`config.mk`:
```
export PLATFORM = sky130hd
export DESIGN_NAME = hilo_unit_flat
export DESIGN_NICKNAME = d
export VERILOG_FILES = /design/src/rtl/hilo_pkg.sv /design/src/rtl/hilo_if.sv /design/src/rtl/hilo_slot.sv /design/src/rtl/hilo_unit.sv /design/src/flat_wrapper.sv
export SDC_FILE = /design/constraint.sdc
export NUM_CORES = 1
export LEC_CHECK = 0
export CORE_ASPECT_RATIO = 1.4
export CORE_UTILIZATION = 47
export DETAILED_ROUTE_END_ITERATION = 10
export PLACE_DENSITY = 0.77
export SYNTH_ARGS = -nofsm -noshare
export SYNTH_HDL_FRONTEND = slang
export SYNTH_SLANG_ARGS = --single-unit
```
`constraint.sdc`:
```
create_clock -name clk -period 1.2 [get_ports clk]
set_input_delay 0.3 -clock clk [delete_from_list [all_inputs] [get_ports clk]]
set_output_delay 0.3 -clock clk [all_outputs]
set_load 0.02 [all_outputs]
```
`src/rtl/hilo_pkg.sv`:
```
// hilo_pkg: shared types for the HI/LO write pipeline.
package hilo_pkg;
    typedef struct packed {
        logic        we_hi;
        logic        we_lo;
        logic [31:0] hi;
        logic [31:0] lo;
    } hilo_wr_t;

    localparam hilo_wr_t HILO_WR_NONE = '0;
endpackage

```
`src/rtl/hilo_if.sv`:
```
// hilo_if: execute-stage HI/LO write request, pipeline control and HI/LO read-back.
interface hilo_if;
    logic        we_hi_e;
    logic        we_lo_e;
    logic [31:0] hi_e;
    logic [31:0] lo_e;
    logic        stall;
    logic        flush;
    logic [31:0] hi_o;
    logic [31:0] lo_o;
    logic [31:0] hi_arch;
    logic [31:0] lo_arch;

    modport master (
        output we_hi_e, we_lo_e, hi_e, lo_e, stall, flush,
        input  hi_o, lo_o, hi_arch, lo_arch
    );

    modport slave (
        input  we_hi_e, we_lo_e, hi_e, lo_e, stall, flush,
        output hi_o, lo_o, hi_arch, lo_arch
    );
endinterface

```
`src/rtl/hilo_slot.sv`:
```
// hilo_slot: one pending HI/LO write pipeline register; stall holds, kill clears.
module hilo_slot
    import hilo_pkg::*;
(
    input  logic     clk,
    input  logic     resetn,
    input  hilo_wr_t d,
    input  logic     stall,
    input  logic     kill,
    output hilo_wr_t q
);
    always_ff @(posedge clk or negedge resetn)
        if (!resetn)
            q <= HILO_WR_NONE;
        else if (!stall)
            q <= kill ? HILO_WR_NONE : d;
endmodule

```
`src/rtl/hilo_unit.sv`:
```
// hilo_unit: M/W pending HI/LO writes, committed HI/LO registers and
// per-half forwarding to the instruction in execute.
module hilo_unit
    import hilo_pkg::*;
(
    input  logic  clk,
    input  logic  resetn,
    hilo_if.slave bus
);
    hilo_wr_t    e_wr, m_wr, w_wr;
    logic [31:0] hi_r, lo_r;

    assign e_wr = '{we_hi: bus.we_hi_e, we_lo: bus.we_lo_e, hi: bus.hi_e, lo: bus.lo_e};

    hilo_slot u_m (.clk(clk), .resetn(resetn), .d(e_wr), .stall(bus.stall), .kill(bus.flush), .q(m_wr));
    hilo_slot u_w (.clk(clk), .resetn(resetn), .d(m_wr), .stall(bus.stall), .kill(bus.flush), .q(w_wr));

    // W is older than a faulting M instruction, so it commits even on flush
    always_ff @(posedge clk or negedge resetn)
        if (!resetn) begin
            hi_r <= '0;
            lo_r <= '0;
        end else if (!bus.stall) begin
            if (w_wr.we_hi) hi_r <= w_wr.hi;
            if (w_wr.we_lo) lo_r <= w_wr.lo;
        end

    assign bus.hi_o    = m_wr.we_hi ? m_wr.hi : w_wr.we_hi ? w_wr.hi : hi_r;
    assign bus.lo_o    = m_wr.we_lo ? m_wr.lo : w_wr.we_lo ? w_wr.lo : lo_r;
    assign bus.hi_arch = hi_r;
    assign bus.lo_arch = lo_r;
endmodule

```
`src/flat_wrapper.sv`:
```
// flat-port wrapper written by rule: the top's interface ports become plain ports
module hilo_unit_flat import hilo_pkg::*;
  (clk, resetn, bus_we_hi_e, bus_we_lo_e, bus_hi_e, bus_lo_e, bus_stall, bus_flush, bus_hi_o, bus_lo_o, bus_hi_arch, bus_lo_arch);
  hilo_if bus_i ();
  input  logic clk;
  input  logic resetn;
  input wire logic [$bits(bus_i.we_hi_e)-1:0] bus_we_hi_e;
  input wire logic [$bits(bus_i.we_lo_e)-1:0] bus_we_lo_e;
  input wire logic [$bits(bus_i.hi_e)-1:0] bus_hi_e;
  input wire logic [$bits(bus_i.lo_e)-1:0] bus_lo_e;
  input wire logic [$bits(bus_i.stall)-1:0] bus_stall;
  input wire logic [$bits(bus_i.flush)-1:0] bus_flush;
  output wire logic [$bits(bus_i.hi_o)-1:0] bus_hi_o;
  output wire logic [$bits(bus_i.lo_o)-1:0] bus_lo_o;
  output wire logic [$bits(bus_i.hi_arch)-1:0] bus_hi_arch;
  output wire logic [$bits(bus_i.lo_arch)-1:0] bus_lo_arch;
  assign bus_i.we_hi_e = bus_we_hi_e;
  assign bus_i.we_lo_e = bus_we_lo_e;
  assign bus_i.hi_e = bus_hi_e;
  assign bus_i.lo_e = bus_lo_e;
  assign bus_i.stall = bus_stall;
  assign bus_i.flush = bus_flush;
  assign bus_hi_o = bus_i.hi_o;
  assign bus_lo_o = bus_i.lo_o;
  assign bus_hi_arch = bus_i.hi_arch;
  assign bus_lo_arch = bus_i.lo_arch;
  hilo_unit u_core (.clk(clk), .resetn(resetn), .bus(bus_i));
endmodule
```
==> results.cfg, run 1 <==
[outcome]
outcome = complete, but fails checks
violations = setup timing

[placed_design]
numPortBuffers = 197
place_ws_ns = -0.718
placed_area_sq_mm = 0.0137
dpl.hpwl_um = 16900
dpl.cell_count = 1521
place.gp.congestion = 0.792

[worst_setup_path]
critPathMaxFanout = 11
cp-end-kind = primary output
crit_path_start_kind = flip-flop
cp.arrival_ns = 1.78
worstSetupPathType = flip-flop to primary output
crit_required_ns = 0.90

[grt]
grt_overflow = 0
grt_pass1_wl_um = 46100
grt_use_total = 0.293
antenna_found_initial = 1
grt_pass1_vias = 8950
grt_start_max_net_pins = 67

[layout]
final_common_cell = buf_6
syn2layout_area_growth_pct = 69.5
instances_no_fill = 1627
drive_gt1_frac = 0.466
nets = 1430
fin_area_sq_mm = 0.0160
layout_common_cells = buf_6, nand2_1, dfrtp_1, buf_4, nand2b_1
fin_util = 0.809

[timing]
relSlewSlack = 0.728
rsz0062_at_grt = true
maxClockFrequency_mhz = 480
timing.final.crit_share = 1.74
hold_viol = 0
holdWs_ns = 0.261
tns_ns = -89.04
setup_viol = 192
fin_crit_ns = 2.08
tightest_slew_ns = 0.408
slew_violations = 0
timing.final.ws_setup_ns = -0.882
skew_ns = 0.0114

[floorplanning]
die_y_um = 170
coreArea_sq_mm = 0.0198
initial_core_util = 0.477
die_w_um = 122
fp.dieArea_sq_mm = 0.0207
rows = 61
ios = 198

[route]
met1_length_um = 11400
wl_met2_um = 17000
route.vias.total = 8559
antenna_left = 0
wl_met3_um = 1060
highest_layer = met4
drcViolationCount = 0
drt_wl_total_um = 30800
dr.pass1.iters = 6
detail_route.iter0.violations = 508
viasPerCell = 5.26
wire_per_inst_um = 18.9

[yosys]
ys_warn_count = 0
yosys_register_bits = 196
synthesis.nets = 993
synth_area_sq_mm = 0.00944
ys_seq_area_frac = 0.520
postSynthAreaPerCell_sq_um = 10.2
synth_cells = 923
yosysUniqueCellTypes = 14

[power]
powerDensity_mw_per_mm2 = 1330
p_leak_nw = 7.23
peakVddDrop_uv = 899
p_total_mw = 21.3

[worst_hold_path]
hold_class = input pin to async pin

[cts]
cts_num_sinks = 196
htreeDepth = 4
worstSkewPairLatency_ns = 0.44
cts_made_buffers = 17
cts_tree = built
clk_pin_slew_ns = 0.08
root_buffer = clkbuf_16
cts_buffer_depth = 2

[flow_run]
cap_violations = 0
-- layer usage --
layer,track usage,up-vias
met5,0,-
met4,0.155,0
met3,0.0481,78
met2,0.523,258
met1,0.331,4264
li1,-,3959
-- area by class of cell --
type	instances	area, sq um
repair buffers	491	5200
multi-input cells	654	4950
flip-flops and latches	196	4920
fillers	1088	3770
clock buffers	17	425
well taps	252	315
clock inverters	15	175
diodes	2	5.00
-- worst paths after layout --
kind	start	endpoint	slack, ns	cells after the start
max in group asynchronous	resetn	u_core.bus.hi_arch[4]	0.37	3
worst min-delay path	resetn	u_core.u_w.q[21]	0.26	2
worst max register to register	u_core.u_w.q[64]	u_core.bus.lo_arch[13]	-0.51	7
worst min register to register	u_core.u_w.q[0]	u_core.u_w.q[0]	0.51	2
worst max-delay path	u_core.u_w.q[65]	bus_hi_o[15]	-0.88	4
min in group clk	bus_flush	u_core.u_m.q[14]	0.32	3
-- state kept, by name (all words and copies together), names as in the netlist --
signal	count
u_core.bus.hi_arch	32
u_core.u_w.q	66
u_core.u_m.q	66
u_core.bus.lo_arch	32
-- synth_stat cells (all sizes together) --
master / count / area (sq um)
buf: 34 / 250
clkbuf: 39 / 146
dfrtp: 196 / 4900
mux2: 64 / 931
mux2i: 64 / 641
nand2: 196 / 736
nand2b: 132 / 826
nor2b: 2 / 20.0
o21ai: 196 / 981
-- worst max-delay path, stage by stage, from the launching register on --
cell and delay (ns):
dfrtp_2 0.46, clkbuf_16 0.22, mux2i_1 0.28, o21ai_2 0.07
dlygate4sd2_1 0.32
-- power by group --
part / total (mW) / switching (mW) / internal (mW)
clock network: 5.94 / 2.80 / 3.14
logic: 7.44 / 3.23 / 4.22
registers: 7.93 / 0.658 / 7.27
total: 21.3 / 6.68 / 14.6
-- kinds of logic after synthesis --
group | Yosys count | synth area share
AND/OR/NAND/NOR | 330 | 0.168
multiplexers | 128 | 0.167
AO/OA/AOI/OAI | 196 | 0.104
buffers and inverters | 73 | 0.0420
flip-flops | 196 | 0.520
-- repair_timing --
item,4_1_cts,5_1_grt
cloned,9,2
setup buffers,48,56
gates resized for setup,793,154
hold buffers,1,0
pin swaps,5,8
setup endpoints to repair,192,192
hold endpoints to repair,196,0
Power figures use the tool's default switching activity.
==> inputs of run 2 (changes only) <==
--- a/config.mk
+++ b/config.mk
@@ -5,6 +5,7 @@
 export SDC_FILE = /design/constraint.sdc
 export NUM_CORES = 1
 export LEC_CHECK = 0
+export ABC_AREA = 1
 export CORE_ASPECT_RATIO = 1.4
 export CORE_UTILIZATION = 47
 export DETAILED_ROUTE_END_ITERATION = 10
==> results.cfg, run 2 <==
[worst_setup_path]
crit_path_start_kind = flip-flop
crit_buf_inv = 4
reg2reg_depth = 7
rr_startpoint = u_core.u_w.q[65]
r2r_end = u_core.bus.hi_arch[28]
crit_required_ns = 0.90
worstSetupPathType = flip-flop to primary output
slowest_delay_ns = 0.43
startpoint = u_core.u_w.q[65]
cp_cell_sequence = clkinv_4, buf_12, buf_12, nand2_2, nand3_2, nand2_2, buf_6
cp-end-kind = primary output
rrSetupSlack_ns = -0.07
cp.arrival_ns = 1.62
critPathTopFamily = buffers and inverters
critPathMaxFanout = 6
crit_path_top_delay_cell = dfrtp_2

[route]
drt_wl_total_um = 31400
viasPerCell = 5.29
antenna_left = 0
route.vias.total = 10138
dr.pass1.iters = 5
drcViolationCount = 0
wire_per_inst_um = 16.4
detail_route.iter0.violations = 972

[power]
power_frac_comb = 0.410
p_leak_nw = 7.89
peakVddDrop_uv = 1070
powerDensity_mw_per_mm2 = 1510
switching_share = 0.352
internal_power_mw = 14.8
p_switching_mw = 8.04
seqPwrFrac = 0.348
p_clk_frac = 0.243

[layout]
layout_common_cells = nand2_1, nand3_1, dfrtp_1, buf_6, buf_4
largestRegisters = u_core.u_m.q (66), u_core.u_w.q (66)
syn2layout_area_growth_pct = 59.8
final_common_cell = nand2_1
nets = 1720
fin_util = 0.763
n_fill_cell = 1249
drive_gt1_frac = 0.349

[cts]
htreeDepth = 4
clk_pin_slew_ns = 0.07
cts_num_sinks = 196
worstSkewPairLatency_ns = 0.43
cts_tree = built
cts_buffer_depth = 2
root_buffer = clkbuf_16
cts_made_buffers = 17

[grt]
grt_use_total = 0.285
antenna_found_initial = 1
grt_pass1_wl_um = 46600
grt_overflow = 0
grt_start_max_net_pins = 102
grt_pass1_vias = 10084

[timing]
setup_viol = 133
timing.final.ws_setup_ns = -0.720
slew_violations = 0
fin_crit_ns = 1.92
timing.final.crit_share = 1.60
holdWs_ns = 0.275
tns_ns = -52.45
skew_ns = 0.0126
rsz0062_at_grt = true
hold_viol = 0
tightest_slew_ns = 0.486
maxClockFrequency_mhz = 521
relSlewSlack = 0.676

[placed_design]
place.gp.congestion = 0.887
dpl.hpwl_um = 18500
numPortBuffers = 197

[floorplanning]
ios = 198
initial_core_util = 0.478
rows = 61
die_w_um = 122
die_y_um = 170
fp.dieArea_sq_mm = 0.0207
coreArea_sq_mm = 0.0198

[yosys]
ys_warn_count = 0
yosys-top-cells-count = nand2_1, nand3_1, dfrtp_1
synth_top_cell_by_area = dfrtp_1
yosysMostFrequentCell = nand2_1
async_reset_ff_frac = 1.00
synth_edf_count = 0
synth_area_sq_mm = 0.00944
postSynthAreaPerCell_sq_um = 7.52
ys_seq_area_frac = 0.519
yosys_register_bits = 196
synthFlopType = dfrtp_1
yosysUniqueCellTypes = 10
synth_cells = 1255
synthTopCellsByArea = dfrtp_1, nand2_1, nand3_1, inv_1, o21ai_1
synthesis.nets = 1325
synth.top_cell.area_share = 0.519

[outcome]
outcome = complete, but fails checks
violations = setup timing

[flow_run]
cap_violations = 0

[worst_hold_path]
hold_class = input pin to async pin
-- run 2: cell types whose count changed in the layout (fill, tap and decap cells not counted), moves of 26 or more --
cell and delta:
mux2_4 -64, mux2i_4 -26, nand2_2 +87, o21ai_2 -48, o21ai_0 -118, nand2_1 +213, o21ai_1 +54, inv_1 +128
nand2b_1 -132, nand3_1 +224, nand3_2 +35
-- run 2: cell type report --
class,count,area (sq um),share of cell area
clock buffer,19,453,0.0300
timing repair buffer,461,4650,0.308
antenna,2,5.00,0.000332
sequential,196,4910,0.325
clock inverter,13,116,0.00771
inverter,134,520,0.0345
tap,252,315,0.0209
multi-input combinational,840,4130,0.273
-- run 2: routing by layer --
layer  GRT usage  wire length [um]
met1       0.324             11700
met5           0                 0
met3      0.0581              1910
met2       0.507             16700
met4       0.130              1200
-- run 2: worst register-to-register path, cell delays in order (launching register included) --
cell and delay (ns):
dfrtp_2 0.45, clkinv_4 0.11, buf_12 0.15, buf_6 0.11, nand2_4 0.04, buf_4 0.13
nand3_1 0.10, nand2_1 0.07
-- run 2: repair_timing --
action / in CTS / in global routing
pin swaps: 4 / 18
hold endpoints to repair: 69 / 0
setup endpoints to repair: 129 / 134
gates resized for setup: 768 / 176
hold buffers: 1 / 0
gates cloned: 0 / 3
setup buffers: 23 / 37
-- run 2: cells by family after synthesis --
group | after synthesis | synth area share
flops | 196 | 0.519
simple gates | 772 | 0.341
buf+inv | 219 | 0.103
compound gates | 68 | 0.0360
-- run 2: power by group through the flow --
stage / Combinational (mW) / Sequential, mW / Clock [mW]
after floorplan: 3.02 / 8.60 / 0
after global placement: 7.89 / 7.88 / 0
after detailed placement: 8.03 / 7.93 / 0
after CTS: 8.47 / 7.89 / 5.62
after global routing: 10.0 / 8.00 / 5.86
final: 9.35 / 7.93 / 5.54
-- run 2: worst max path at each step --
stage | slack (ns) | to | cells past startpoint
2_1_floorplan | -0.06 | bus_hi_o[21] | 6
3_3_place_gp | -0.61 | bus_hi_o[2] | 5
3_5_place_dp | -0.64 | bus_hi_o[11] | 5
4_1_cts | -0.75 | bus_hi_o[16] | 6
5_1_grt | -0.78 | bus_hi_o[9] | 7
6_report | -0.72 | bus_hi_o[9] | 7
-- run 2: through the flow --
stage / setup WS (ns) / total power, mW / cells / instance area [sq um]
6_report: -0.720 / 22.8 / 1917 / 15100
5_1_grt: -0.780 / 23.9 / 1915 / 15100
4_1_cts: -0.749 / 22.0 / 1900 / 14400
3_5_place_dp: -0.640 / 16.0 / 1858 / 13500
3_3_place_gp: -0.614 / 15.8 / 1858 / 13500
2_1_floorplan: -0.0578 / 11.6 / 1255 / 9620
